--- config.mk ---
export PLATFORM = sky130hd
export DESIGN_NAME = gpio_serial_loader
export DESIGN_NICKNAME = d
export VERILOG_FILES = /design/src/rtl/gpio_serial_loader.sv
export SDC_FILE = /design/constraint.sdc
export NUM_CORES = 1
export LEC_CHECK = 0
export ABC_AREA = 1
export CAP_MARGIN = 20
export CORE_MARGIN = 5
export CORE_UTILIZATION = 60
export DETAILED_ROUTE_END_ITERATION = 8
export DONT_BUFFER_PORTS = 1
export GPL_TIMING_DRIVEN = 0
export PLACE_DENSITY_LB_ADDON = 0.3
export SLEW_MARGIN = 10
export SYNTH_ARGS = -nofsm -noshare
export SYNTH_HDL_FRONTEND = slang
export SYNTH_SLANG_ARGS = --single-unit
export TNS_END_PERCENT = 100
--- constraint.sdc ---
create_clock -name wb_clk_i -period 1.82 [get_ports wb_clk_i]
set_input_delay 0.182 -clock wb_clk_i [delete_from_list [all_inputs] [get_ports wb_clk_i]]
set_output_delay 0.182 -clock wb_clk_i [all_outputs]
set_load 0.005 [all_outputs]
--- src/rtl/gpio_serial_loader.sv ---
// gpio_serial_loader: fetches one configuration word per pad from a register-file
// read port and shifts it, highest pad first and MSB first, into the daisy-chained
// GPIO control blocks, then issues a single parallel-load strobe.
module gpio_serial_loader #(
  parameter int NUM_PADS = 27,
  parameter int CFG_BITS = 13,
  parameter int CLK_DIV  = 1,
  // Guarded so a single-pad chain still gets a 1-bit address port.
  parameter int AW       = (NUM_PADS > 1) ? $clog2(NUM_PADS) : 1
) (
  input  logic                wb_clk_i,
  input  logic                wb_rst_i,
  input  logic                start,
  output logic [AW-1:0]       cfg_addr,
  input  logic [CFG_BITS-1:0] cfg_data,
  output logic                busy,
  output logic                done,
  output logic                serial_clock,
  output logic                serial_data_out,
  output logic                serial_load,
  output logic                serial_resetn
);

  localparam int BW = (CFG_BITS > 1) ? $clog2(CFG_BITS) : 1;
  localparam int PW = $clog2(2 * CLK_DIV);

  localparam logic [AW-1:0] PAD_LAST = AW'(NUM_PADS - 1);
  localparam logic [BW-1:0] BIT_LAST = BW'(CFG_BITS - 1);
  localparam logic [PW-1:0] PH_HALF  = PW'(CLK_DIV);
  localparam logic [PW-1:0] PH_LAST  = PW'(2 * CLK_DIV - 1);
  localparam logic [PW-1:0] LD_LAST  = PW'(CLK_DIV - 1);

  typedef enum logic [2:0] {
    IDLE, FETCH_A, FETCH_D, SHIFT, LOAD, DONE
  } state_t;

  state_t state_q, state_d;

  logic [AW-1:0]       pad_q, pad_d;
  logic [BW-1:0]       bit_q, bit_d;
  logic [PW-1:0]       ph_q, ph_d;   // phase within a bit, or cycles spent in LOAD
  logic [CFG_BITS-1:0] sr_q, sr_d;

  logic [AW-1:0] addr_q, addr_d;
  logic busy_q, busy_d, done_q, done_d, sclk_q, sclk_d;
  logic sdo_q, sdo_d, load_q, load_d, rstn_q;

  // State, datapath and registered outputs; reset aborts without ever loading.
  always_ff @(posedge wb_clk_i) begin
    if (wb_rst_i) begin
      state_q <= IDLE;
      pad_q   <= '0;
      bit_q   <= '0;
      ph_q    <= '0;
      sr_q    <= '0;
      addr_q  <= '0;
      busy_q  <= 1'b0;
      done_q  <= 1'b0;
      sclk_q  <= 1'b0;
      sdo_q   <= 1'b0;
      load_q  <= 1'b0;
      rstn_q  <= 1'b0;
    end else begin
      state_q <= state_d;
      pad_q   <= pad_d;
      bit_q   <= bit_d;
      ph_q    <= ph_d;
      sr_q    <= sr_d;
      addr_q  <= addr_d;
      busy_q  <= busy_d;
      done_q  <= done_d;
      sclk_q  <= sclk_d;
      sdo_q   <= sdo_d;
      load_q  <= load_d;
      rstn_q  <= 1'b1;
    end
  end

  // Next-state sequencing: fetch address, fetch data, shift word, repeat per pad.
  always_comb begin
    state_d = state_q;
    case (state_q)
      IDLE:    if (start) state_d = FETCH_A;
      FETCH_A: state_d = FETCH_D;
      FETCH_D: state_d = SHIFT;
      SHIFT:   if (ph_q == PH_LAST && bit_q == '0)
                 state_d = (pad_q != '0) ? FETCH_A : LOAD;
      LOAD:    if (ph_q == LD_LAST) state_d = DONE;
      DONE:    state_d = IDLE;
      default: state_d = IDLE;
    endcase
  end

  // Counters and next output values; outputs are derived from the next state so
  // every port comes straight from a flop.
  always_comb begin
    pad_d = pad_q;
    bit_d = bit_q;
    ph_d  = ph_q;
    sr_d  = sr_q;
    case (state_q)
      IDLE:    if (start) pad_d = PAD_LAST;
      FETCH_D: begin
        sr_d  = cfg_data;
        bit_d = BIT_LAST;
        ph_d  = '0;
      end
      SHIFT: begin
        if (ph_q == PH_LAST) begin
          ph_d = '0;
          sr_d = sr_q << 1;
          if (bit_q != '0)      bit_d = bit_q - 1'b1;
          else if (pad_q != '0) pad_d = pad_q - 1'b1;
        end else begin
          ph_d = ph_q + 1'b1;
        end
      end
      LOAD:    ph_d = ph_q + 1'b1;
      default: ;
    endcase

    busy_d = (state_d != IDLE);
    done_d = (state_d == DONE);
    load_d = (state_d == LOAD);
    // Clock rises only in the second half of a bit, so data is settled a half
    // period before every rising edge seen by the chain.
    sclk_d = (state_d == SHIFT) && (ph_d >= PH_HALF);
    sdo_d  = sdo_q;
    if (state_d == SHIFT)     sdo_d = sr_d[CFG_BITS-1];
    else if (state_d == IDLE) sdo_d = 1'b0;
    addr_d = (state_d == FETCH_A) ? pad_d : addr_q;
  end

  assign cfg_addr        = addr_q;
  assign busy            = busy_q;
  assign done            = done_q;
  assign serial_clock    = sclk_q;
  assign serial_data_out = sdo_q;
  assign serial_load     = load_q;
  assign serial_resetn   = rstn_q;

endmodule
== After elaboration in Yosys (flattened, before gate mapping) ==
Index checks and enable logic that the tools add are counted.

* Word-level logic and storage cells: 59
* Output and inout port bits: 11
* Input port bits: 16
* Register bits after elaboration: 37

* Add/sub/neg operators: 3
* Mux-type cells: 20
* Equal/unequal tests: 10
* Reduce and logical (&&, ||, !) cells: 12
* Order comparisons: 1

{| class="wikitable"
|+ Operators by type and width
! operator !! number
|-
| case mux 13 bit (2 select lines) || 1
|-
| two-way mux 5 bit || 4
|-
| case mux 3 bit (5 select lines) || 1
|-
| two-way mux 13 bit || 1
|-
| two-way mux 3 bit || 4
|-
| case mux 5 bit (2 select lines) || 1
|-
| equality test 3 x 2 -> 1 bit (second input constant) || 3
|-
| equality test 3 bit (second input constant) || 3
|-
| two-way mux 4 bit || 2
|-
| case mux 4 bit (2 select lines) || 1
|-
| equality test 3 x 1 -> 1 bit (second input constant) || 2
|-
| zero test 3 bit || 2
|-
| nonzero test 5 bit || 1
|-
| subtractor 5 x 1 -> 5 bit (second input constant) || 1
|-
| zero test 4 bit || 1
|-
| two-way mux 1 bit || 4
|-
| inequality test 2 bit (second input constant) || 2
|-
| nonzero test 2 bit || 2
|-
| nonzero test 4 bit || 1
|-
| subtractor 4 x 1 -> 4 bit (second input constant) || 1
|-
| case mux 1 bit (3 select lines) || 1
|-
| AND reduction 3 bit || 1
|-
| nonzero test 3 bit || 1
|-
| logical AND 1 bit || 2
|-
| 3 further kinds || 3
|}

== Logic depth before layout (Yosys ltp) ==
Gate-level depths: netlist (run 1).

* Word-level depth: 7
* Depth in mapped cells: 11
* Gate-level depth less buffers: 11

== Worst setup path after synthesis (run 1) ==
OpenSTA, ideal clock, no wires.

* Kind: register to register
* From: reg bit_q[0]
* To: reg addr_q[1] (netlist: cfg_addr[1])
* Setup slack: 454 ps
* Data required time: 1707 ps
* Library setup time: 113 ps
* Data arrival time: 1254 ps
* Path buffers: 0
* Cell stages (with the launch flop): 11
* Period minus slack after synthesis: 1366 ps
* Path through: dfxtp_1 -> inv_1 -> ha_1 -> nand3_1 -> inv_1 -> nand2_1 -> nand2_1 -> nand2_4 -> nand3_4 -> nor2_1 -> nor2_1

* Longest elaborated chain between the ends: 5
* Elaborated cells between the ends (all ways): 9
* Classes of those cells: eq/ne: 1; mux: 5; reduce/logical: 3

{| class="wikitable"
|+ Ends and longest elaborated chain
! item !! line !! RTL
|-
| from (decl) || 40 || <nowiki>logic [BW-1:0] bit_q, bit_d;</nowiki>
|-
| from (signal assigned) || 66 || <nowiki>bit_q <= bit_d;</nowiki>
|-
| zero test 4 bit || 86 || <nowiki>SHIFT: if (ph_q == PH_LAST && bit_q == '0)</nowiki>
|-
| logical AND 1 bit || 86 ||
|-
| two-way mux 3 bit || 86 ||
|-
| case mux 3 bit (5 select lines) || 82 || <nowiki>case (state_q)</nowiki>
|-
| equality test 3 x 1 -> 1 bit || 131 || <nowiki>addr_d = (state_d == FETCH_A) ? pad_d : addr_q;</nowiki>
|-
| to (signal assigned) || 69 || <nowiki>addr_q <= addr_d;</nowiki>
|-
| to (decl) || 44 || <nowiki>logic [AW-1:0] addr_q, addr_d;</nowiki>
|}

Parallel ways exist; a longest one is shown, timed or not.
A chain may end at the register's enable or synchronous reset.

== Worst setup path after layout (run 1) ==
* From: reg state_q[2]
* To: reg sr_q[11]

* Longest elaborated chain between the ends: 3
* Elaborated cells between the ends (all ways): 6
* Classes of those cells: eq/ne: 3; mux: 1; reduce/logical: 2

{| class="wikitable"
|+ Ends and longest elaborated chain
! item !! line !! RTL
|-
| from (decl) || 37 || <nowiki>state_t state_q, state_d;</nowiki>
|-
| from (signal assigned) || 64 || <nowiki>state_q <= state_d;</nowiki>
|-
| equality test 3 x 2 -> 1 bit || 101 || <nowiki>case (state_q)</nowiki>
|-
| inequality test 2 bit (no line) / nonzero test 2 bit (equally long branches) || - ||
|-
| AND reduction 2 bit (no line) || - ||
|-
| to (signal assigned) || 68 || <nowiki>sr_q <= sr_d;</nowiki>
|-
| to (decl) || 42 || <nowiki>logic [CFG_BITS-1:0] sr_q, sr_d;</nowiki>
|}

Parallel ways exist; a longest one is shown, timed or not.

==> impl_metrics.env, run 1 <==
export IMPL_grt_pass1_wl_um=5830
export IMPL_synth_yosys_seq_area_share=0.424
export IMPL_hpwl_um=2440
export IMPL_cap_violations=0
export IMPL_vias=1512
export IMPL_die_height_um=63.9
export IMPL_p_leak_uw=0.000905
export IMPL_hp_start="cfg_data[10]"
export IMPL_ys_warn_count=0
export IMPL_cts_sinks=37
export IMPL_setup_tns_ns=0
export IMPL_timing_rr_start="state_q[2]$_SDFF_PP0_"
export IMPL_min_path_type="input pin to flop"
export IMPL_grt_max_degree=12
export IMPL_worst_slew_pin_slew_ns=0.474
export IMPL_finalWirelength_um=3390
export IMPL_relSlewSlack=0.684
export IMPL_finalCritPeriodShare=0.932
export IMPL_start_util=0.628
export IMPL_htree_levels=2
export IMPL_portBuffers=0
export IMPL_dieArea_um2=4090
export IMPL_clockRootBuffer="clkbuf_4"
export IMPL_whs_ns=0.0177
export IMPL_antenna_found_initial=0
export IMPL_drv_slew=0
export IMPL_critPathMaxFanout=9
export IMPL_holdPathStages=2
export IMPL_grt_usage=0.178
export IMPL_fillCellCount=220
export IMPL_final_hold_violation_count=0
export IMPL_clock_skew_final_ns=0.00243
export IMPL_cts_tree="built"
export IMPL_ios=27
export IMPL_clk_latency_ns=0.34
export IMPL_holdPathEnd="sr_q[10]$_SDFFE_PP0P_"
export IMPL_finish_net_count=279
export IMPL_design_core_area_um2=2780
export IMPL_syn_cell_area_um2=1750
export IMPL_rows=19
export IMPL_drive_above_1_share=0.123
export IMPL_seqCellArea_um2=743
export IMPL_cts_buffer_depth=2
export IMPL_cts_buffers_inserted=5
export IMPL_die_width_um=63.9
export IMPL_grt_pass1_vias=1362
export IMPL_drt_wirelength_per_cell_um=11.6
export IMPL_reg2reg_depth=8
export IMPL_cp_end_kind="flop"
export IMPL_outcome="finished, final reports clean"
export IMPL_postSynthRegisterBits=37
export IMPL_overflow=0
export IMPL_start_kind="flop"
export IMPL_drtPass1Iterations=4
export IMPL_clkSlewWorstSetupHoldPaths_ns=0.11
export IMPL_r2r_end="sr_q[11]$_SDFFE_PP0P_"
export IMPL_n_antenna_cell=0
export IMPL_synthCells=241
export IMPL_power_density_nw_per_um2=959
export IMPL_period_minus_slack_ns=1.70
export IMPL_irDropWorstVdd_v=0.000941
export IMPL_ys_types=31
export IMPL_fmax_mhz=589
export IMPL_via_per_inst=5.18
export IMPL_worstSetupPathType="flop to flop"
export IMPL_synth_nets=260
export IMPL_gp_congestion=0.829
export IMPL_multiInputGateArea_um2=843
export IMPL_arrival_ns=1.99
export IMPL_areaGrowthSynthToFinish_pct=14.1
export IMPL_rsz0062_at_grt="false"
export IMPL_r2r_slack_ns=0.12
export IMPL_drc=0
export IMPL_postRouteAntennaNets=0
export IMPL_drt_initial_drc_count=51
export IMPL_synth_avg_cell_area_um2=7.24
export IMPL_setup_viol=0
export IMPL_worstPathRequired_ns=2.11
-- placed cells by master (no fill, tap or decap), drive strengths merged --
cell | netlist | final
nand3 | 13 | 13
o21ai | 10 | 10
xor2 | 2 | 2
and2 | 1 | 1
dlygate4sd3 | 0 | 12
o211ai | 1 | 1
buf | 4 | 4
a31oi | 12 | 12
dfxtp | 37 | 37
o21bai | 1 | 1
inv | 33 | 33
nand3b | 1 | 1
nand2 | 79 | 79
nand4 | 3 | 3
ha | 3 | 3
bufinv | 0 | 1
a21oi | 10 | 10
clkbuf | 2 | 9
nor3 | 3 | 3
a21boi | 1 | 1
nor2 | 25 | 25
-- layer usage --
layer	track usage	wire, µm	vias to the layer above
met3	0.0543	185	10
met2	0.260	1470	29
met5	0	0	-
li1	-	-	808
met4	0.0779	80	0
met1	0.242	1650	665
-- critical path, stage by stage, from the launching register on --
cell,delay [ns]
dfxtp_1,0.37
inv_2,0.10
nand3_4,0.13
inv_4,0.14
nand2_4,0.07
nand2_2,0.09
nand2_1,0.06
a31oi_1,0.12
dlygate4sd3_1,0.56
-- worst max path at each step --
stage / from / endpoint / slack [ns]
6_report: state_q[2]$_SDFF_PP0_ / sr_q[11]$_SDFFE_PP0P_ / 0.12
5_1_grt: state_q[2]$_SDFF_PP0_ / sr_q[11]$_SDFFE_PP0P_ / 0.002
4_1_cts: state_q[1]$_SDFF_PP0_ / sr_q[11]$_SDFFE_PP0P_ / 0.08
3_5_place_dp: bit_q[0]$_SDFFE_PP0P_ / cfg_addr[2]$_SDFFE_PP0N_ / 0.25
3_3_place_gp: bit_q[0]$_SDFFE_PP0P_ / cfg_addr[2]$_SDFFE_PP0N_ / 0.29
2_1_floorplan: bit_q[0]$_SDFFE_PP0P_ / cfg_addr[1]$_SDFFE_PP0N_ / 0.45
-- cells in the mapped netlist --
cell      instances  share of area
nand2_1          74           0.16
dfxtp_1          37           0.42
inv_1            29          0.062
nor2_1           21          0.045
a31oi_1          12          0.043
nand3_1          10          0.029
a21oi_1           9          0.026
o21ai_0           8          0.023
buf_4             3          0.013
ha_1              3          0.022
inv_2             3         0.0065
nand2_2           3          0.011
nand4_1           3          0.011
nor2_2            3          0.011
nor3_1            3         0.0086
clkbuf_1          2         0.0043
nand2_4           2          0.013
nand3_4           2          0.020
xor2_1            2          0.010
a21boi_0          1         0.0043
a21oi_4           1         0.0093
and2_1            1         0.0036
buf_2             1         0.0029
inv_4             1         0.0036
nand3_2           1         0.0057
nand3b_1          1         0.0043
nor2_4            1         0.0065
o211ai_2          1         0.0072
o21ai_1           1         0.0029
o21ai_2           1         0.0050
o21bai_1          1         0.0043
-- power breakdown --
part           switching [µW]  internal [µW]  leakage [µW]
sequential               53.7            883      0.000303
clock                     264            328     0.0000455
combinational             235            146      0.000556
-- metrics by stage --
stage / std cells / power, µW / area [µm²] / util / setup WS, ns
finish: 292 / 1910 / 1990 / 0.716 / 0.123
global route: 292 / 2030 / 1990 / 0.716 / 0.00229
CTS: 292 / 1920 / 1990 / 0.715 / 0.0800
detailed placement: 272 / 1310 / 1780 / 0.641 / 0.253
global placement: 272 / 1300 / 1780 / 0.641 / 0.293
floorplan: 241 / 1240 / 1750 / - / 0.454
-- state kept, by name, indices dropped and copies added (netlist names) --
name / count
busy: 1
state_q: 3
serial_resetn: 1
serial_data_out: 1
done: 1
sr_q: 13
pad_q: 5
cfg_addr: 5
serial_clock: 1
bit_q: 4
ph_q: 1
serial_load: 1
-- final cells by class --
type                       count  area share
clock buffer                   7      0.0276
buffer                         6      0.0176
multi-input combinational    165       0.423
clock inverter                 1      0.0151
tap                           31      0.0195
timing repair buffer          12      0.0603
sequential                    37       0.373
inverter                      33      0.0634
-- timing repair --
action | 4_1_cts | 5_1_grt
buffers inserted | 0 | 0
setup endpoints to repair | 0 | 1
hold buffers | 12 | 0
endpoints found under the hold margin | 11 | 0
gates resized for setup | 0 | 2
-- cells by family after synthesis --
| kind of cell | share of synthesized area |
|---|---|
| compound gates | 0.125 |
| xor+xnor | 0.0100 |
| fa+ha+maj | 0.0215 |
| buf+inv | 0.0925 |
| flops | 0.424 |
| simple gates | 0.327 |
Note: power is estimated with default switching activity, not from simulation.
==> run 2, diff against run 1 <==
--- a/config.mk
+++ b/config.mk
@@ -7,7 +7,6 @@
 export LEC_CHECK = 0
 export ABC_AREA = 1
 export CAP_MARGIN = 20
-export CORE_MARGIN = 5
 export CORE_UTILIZATION = 60
 export DETAILED_ROUTE_END_ITERATION = 8
 export DONT_BUFFER_PORTS = 1
==> run 2 against run 1 <==
Clock power decreased by 29%. Critical path depth unchanged. Wire length increased by 1.0%. Combinational power about the same. Total power decreased by 9.0%. Count of clock-buffer cells in the layout decreased by 2. Critical path type unchanged. Critical endpoint unchanged. Largest cell class unchanged.
==> impl_metrics.env, run 2 (same netlist as run 1, synthesis figures left out) <==
export IMPL_fmax_mhz=591
export IMPL_drc=0
export IMPL_drv_slew=0
export IMPL_cts_buffers_inserted=5
export IMPL_irDropWorstVdd_v=0.000876
export IMPL_finalCritPeriodShare=0.929
export IMPL_seqCellArea_um2=743
export IMPL_setup_viol=0
export IMPL_finalWirelength_um=3420
export IMPL_final_hold_violation_count=0
export IMPL_power_density_nw_per_um2=885
export IMPL_regMostFlops="sr_q"
export IMPL_multiInputGateArea_um2=843
export IMPL_htree_levels=2
export IMPL_worstPathRequired_ns=2.11
export IMPL_period_minus_slack_ns=1.69
export IMPL_grt_usage=0.238
export IMPL_mostFrequentLayoutCell="nand2_1"
export IMPL_drive_above_1_share=0.126
export IMPL_setup_tns_ns=0
export IMPL_worstSetupPathType="flop to flop"
export IMPL_hpwl_um=2300
export IMPL_path_buf_inv=3
export IMPL_dieArea_um2=3130
export IMPL_cts_sinks=37
export IMPL_vias=1527
export IMPL_rows=19
export IMPL_clock_skew_final_ns=0.00693
export IMPL_path_delay_family="buffers and inverters"
export IMPL_grt_max_degree=13
export IMPL_gp_congestion=0.855
export IMPL_antenna_found_initial=0
export IMPL_cap_violations=0
export IMPL_critPathMaxFanout=9
export IMPL_via_per_inst=5.23
export IMPL_ios=27
export IMPL_drtPass1Iterations=4
export IMPL_clkSlewWorstSetupHoldPaths_ns=0.11
export IMPL_min_path_type="input pin to flop"
export IMPL_slowest_delay_ns=0.56
export IMPL_r2r_slack_ns=0.13
export IMPL_outcome="finished, final reports clean"
export IMPL_final_cell_mix="nand2_1, dfxtp_1, inv_1, nor2_1"
export IMPL_cts_buffer_depth=2
export IMPL_final_util=0.712
export IMPL_cts_tree="built"
export IMPL_start_util=0.633
export IMPL_drt_initial_drc_count=65
export IMPL_crit_slowest_cell="dlygate4sd3_1"
export IMPL_fillCellCount=232
export IMPL_areaGrowthSynthToFinish_pct=12.5
export IMPL_die_height_um=55.9
export IMPL_die_width_um=55.9
export IMPL_largest_reg_flops=13
export IMPL_n_antenna_cell=0
export IMPL_arrival_ns=1.98
export IMPL_portBuffers=0
export IMPL_relSlewSlack=0.664
export IMPL_worst_slew_pin_slew_ns=0.504
export IMPL_worstPathCellList="inv_2, nand3_4, inv_6, nand2_4, nand2_2, nand2_1, a31oi_1, dlygate4sd3_1"
export IMPL_design_core_area_um2=2760
export IMPL_drt_wirelength_per_cell_um=11.7
export IMPL_start_kind="flop"
export IMPL_p_leak_uw=0.000889
export IMPL_grt_pass1_vias=1346
export IMPL_finish_net_count=279
export IMPL_grt_pass1_wl_um=5850
export IMPL_cp_end_kind="flop"
export IMPL_rsz0062_at_grt="false"
export IMPL_postRouteAntennaNets=0
export IMPL_clk_latency_ns=0.34
export IMPL_overflow=0
export IMPL_clockRootBuffer="clkbuf_4"
==> run 2: report_power, final <==
part,switching [µW],internal (µW)
clock network,274,146
logic,235,146
registers,55.0,883
==> run 2: per-layer routing <==
metal / routed length [µm] / track usage
met5: 0 / 0
met3: 171 / 0.0605
met4: 60 / 0.101
met1: 1650 / 0.326
met2: 1540 / 0.356
==> run 2: timing repair <==
item                       in CTS  in global routing
hold buffers                   12                  0
resized for setup               0                  3
setup endpoints to repair       0                  1
hold endpoints to repair       11                  0
setup buffers                   0                  0
==> run 2: area by class of cell <==
type / instances / area share
flip-flops and latches: 37 / 0.378
plain buffers: 6 / 0.0178
well taps: 31 / 0.0197
clock inverters: 3 / 0.00892
clock buffers: 5 / 0.0191
multi-input cells: 165 / 0.429
repair buffers: 12 / 0.0611
inverters: 33 / 0.0656
==> run 2: worst paths after layout <==
kind                            to  cells after the start                   from
min reg2reg   sr_q[0]$_SDFFE_PP0P_                      2   sr_q[0]$_SDFFE_PP0P_
max reg2reg  sr_q[11]$_SDFFE_PP0P_                      8  state_q[2]$_SDFF_PP0_
min          sr_q[10]$_SDFFE_PP0P_                      2           cfg_data[10]
max          sr_q[11]$_SDFFE_PP0P_                      8  state_q[2]$_SDFF_PP0_
==> run 2: per-stage QoR <==
stage	setup slack, ns	cell area [µm²]	hold slack [ns]	power (µW)	std cells
after CTS	0.0813	1960	0.0118	1740	292
final	0.129	1960	0.0188	1740	292
after floorplan	0.454	1750	0.251	1240	241
after global routing	0.00692	1960	0.00933	1850	292
after detailed placement	0.274	1780	0.255	1310	272
after global placement	0.286	1780	0.252	1300	272
==> run 3, diff against run 2 <==
--- a/config.mk
+++ b/config.mk
@@ -10,7 +10,9 @@
 export CORE_UTILIZATION = 60
 export DETAILED_ROUTE_END_ITERATION = 8
 export DONT_BUFFER_PORTS = 1
+export GPL_ROUTABILITY_DRIVEN = 0
 export GPL_TIMING_DRIVEN = 0
+export HOLD_SLACK_MARGIN = 0.03
 export PLACE_DENSITY_LB_ADDON = 0.3
 export SLEW_MARGIN = 10
 export SYNTH_ARGS = -nofsm -noshare
==> constraint.sdc (replaced) <==
create_clock -name wb_clk_i -period 1.7 [get_ports wb_clk_i]
set_input_delay 0.17 -clock wb_clk_i [delete_from_list [all_inputs] [get_ports wb_clk_i]]
set_output_delay 0.17 -clock wb_clk_i [all_outputs]
set_load 0.005 [all_outputs]
==> run 3 against run 2 <==
Fmax up 12%. First-iteration DRC count up 17%. Highest routed layer unchanged. Wire length down 1.1%. Sequential share of layout area down 0.32 points. Total power up 7.4%. Largest cell class unchanged. Register-to-register slack better by 0.07 ns. Cell count up 0.34%. Clock power up 8.1%. Final area up 0.51%. Flip-flop and latch count unchanged. Combinational power up 8.1%. Critical endpoint is now cfg_addr[1]$_SDFFE_PP0N_. Global-route usage down 0.15 points.
==> impl_metrics.env, run 3 (same netlist as run 1, synthesis figures left out) <==
export IMPL_outcome="finished, final reports clean"
export IMPL_clkSlewWorstSetupHoldPaths_ns=0.12
export IMPL_min_path_type="input pin to flop"
export IMPL_regMostFlops="sr_q"
export IMPL_setup_tns_ns=0
export IMPL_dieArea_um2=3130
export IMPL_r2r_end="cfg_addr[1]$_SDFFE_PP0N_"
export IMPL_combinationalPowerShare=0.221
export IMPL_drive_above_1_share=0.122
export IMPL_finalWirelength_um=3380
export IMPL_arrival_ns=1.75
export IMPL_irDropWorstVdd_v=0.000952
export IMPL_post_cts_buffers=0
export IMPL_period_minus_slack_ns=1.51
export IMPL_timing_rr_start="bit_q[0]$_SDFFE_PP0P_"
export IMPL_power_share_clock=0.243
export IMPL_startpoint="bit_q[0]$_SDFFE_PP0P_"
export IMPL_clockRootBuffer="clkbuf_4"
export IMPL_overflow=0
export IMPL_grt_pass1_vias=1371
export IMPL_antenna_found_initial=0
export IMPL_worstPathRequired_ns=1.94
export IMPL_relSlewSlack=0.653
export IMPL_hpwl_um=2300
export IMPL_areaGrowthSynthToFinish_pct=13.1
export IMPL_clock_skew_final_ns=0.0103
export IMPL_cts_sinks=37
export IMPL_clk_latency_ns=0.35
export IMPL_drtPass1Iterations=4
export IMPL_rows=19
export IMPL_via_per_inst=5.19
export IMPL_netSwitchingFraction=0.326
export IMPL_mostFrequentLayoutCell="nand2_1"
export IMPL_place_area_um2=1780
export IMPL_portBuffers=0
export IMPL_drc=0
export IMPL_cp_end_kind="flop"
export IMPL_critPathCapture="cfg_addr[1]$_SDFFE_PP0N_"
export IMPL_whs_ns=0.0449
export IMPL_cap_violations=0
export IMPL_fmax_mhz=664
export IMPL_seqCellArea_um2=741
export IMPL_grt_pass1_wl_um=5870
export IMPL_n_antenna_cell=0
export IMPL_worstSetupPathType="flop to flop"
export IMPL_start_util=0.633
export IMPL_postRouteAntennaNets=0
export IMPL_rsz0062_at_grt="false"
export IMPL_r2r_slack_ns=0.19
export IMPL_grt_usage=0.236
export IMPL_htree_levels=2
export IMPL_die_height_um=55.9
export IMPL_fin_area_um2=1970
export IMPL_start_kind="flop"
export IMPL_die_width_um=55.9
export IMPL_final_hold_violation_count=0
export IMPL_drt_wirelength_per_cell_um=11.5
export IMPL_p_leak_uw=0.000892
export IMPL_finish_net_count=280
export IMPL_drv_slew=0
export IMPL_power_density_nw_per_um2=946
export IMPL_cts_tree="built"
export IMPL_p_switching_uw=609
export IMPL_grt_max_degree=13
export IMPL_worst_slew_pin_slew_ns=0.521
export IMPL_design_core_area_um2=2760
export IMPL_ios=27
export IMPL_reg2reg_depth=10
export IMPL_final_cell_mix="nand2_1, dfxtp_1, inv_1, nor2_1, dlygate4sd3_1"
export IMPL_multiInputGateArea_um2=848
export IMPL_cts_buffer_depth=2
export IMPL_finalCritPeriodShare=0.886
export IMPL_fillCellCount=223
export IMPL_pwr_share_seq=0.537
export IMPL_drt_initial_drc_count=76
export IMPL_largest_reg_flops=13
export IMPL_p_int_uw=1260
export IMPL_setup_viol=0
export IMPL_critPathMaxFanout=9
export IMPL_vias=1522
export IMPL_cts_buffers_inserted=5
run 3: worst min-delay path by stage:
stage                     depth (start not counted)                     to  slack (ns)  startpoint
after floorplan                                   1  sr_q[11]$_SDFFE_PP0P_        0.24    wb_rst_i
after global placement                            1  sr_q[11]$_SDFFE_PP0P_        0.24    wb_rst_i
after detailed placement                          1  sr_q[11]$_SDFFE_PP0P_        0.24    wb_rst_i
after CTS                                         3  state_q[1]$_SDFF_PP0_        0.04    wb_rst_i
after global routing                              3  state_q[0]$_SDFF_PP0_        0.04    wb_rst_i
final                                             3  state_q[1]$_SDFF_PP0_        0.04    wb_rst_i
run 3: cell type report:
type,instances,area share
Multi-Input combinational cell,165,0.430
Sequential cell,37,0.375
Timing Repair Buffer,13,0.0659
Inverter,33,0.0640
Tap cell,31,0.0196
Clock buffer,5,0.0190
Buffer,6,0.0177
Clock inverter,3,0.00887
run 3: what timing repair did:
item	CTS	global route
setup endpoints to repair	0	6
gates resized for setup	0	2
hold endpoints to repair	12	0
hold buffers	13	0
run 3: through the flow:
step                utilization  std cells  setup slack [ns]  total power [µW]
floorplan                     -        241             0.334              1330
global placement          0.647        272             0.166              1390
detailed placement        0.647        272             0.154              1400
CTS                       0.714        293             0.129              1870
global route              0.716        293            0.0344              1990
finish                    0.716        293             0.194              1870
run 3: power by group through the flow:
stage	clock, µW	sequential [µW]	combinational (µW)
finish	453	1000	412
global route	504	1010	470
CTS	461	1000	406
detailed placement	0	1020	381
global placement	0	1020	373
floorplan	0	1010	320
run 3: metal layers:
metal / track usage / share of wire / up-vias
li1: - / - / 804
met2: 0.363 / 0.46 / 36
met4: 0.0941 / 0.013 / 0
met1: 0.322 / 0.48 / 676
met5: 0 / 0 / -
met3: 0.0558 / 0.043 / 6
run 3: critical path: stages, from the launching register on:
cell and delay (ns):
dfxtp_1 0.37, inv_1 0.08, ha_1 0.22, nand3_2 0.11, inv_1 0.07, nand2_1 0.06, nand2_1 0.07, nand2_4 0.11
nand3_4 0.13, nor2_1 0.13, nor2_1 0.05
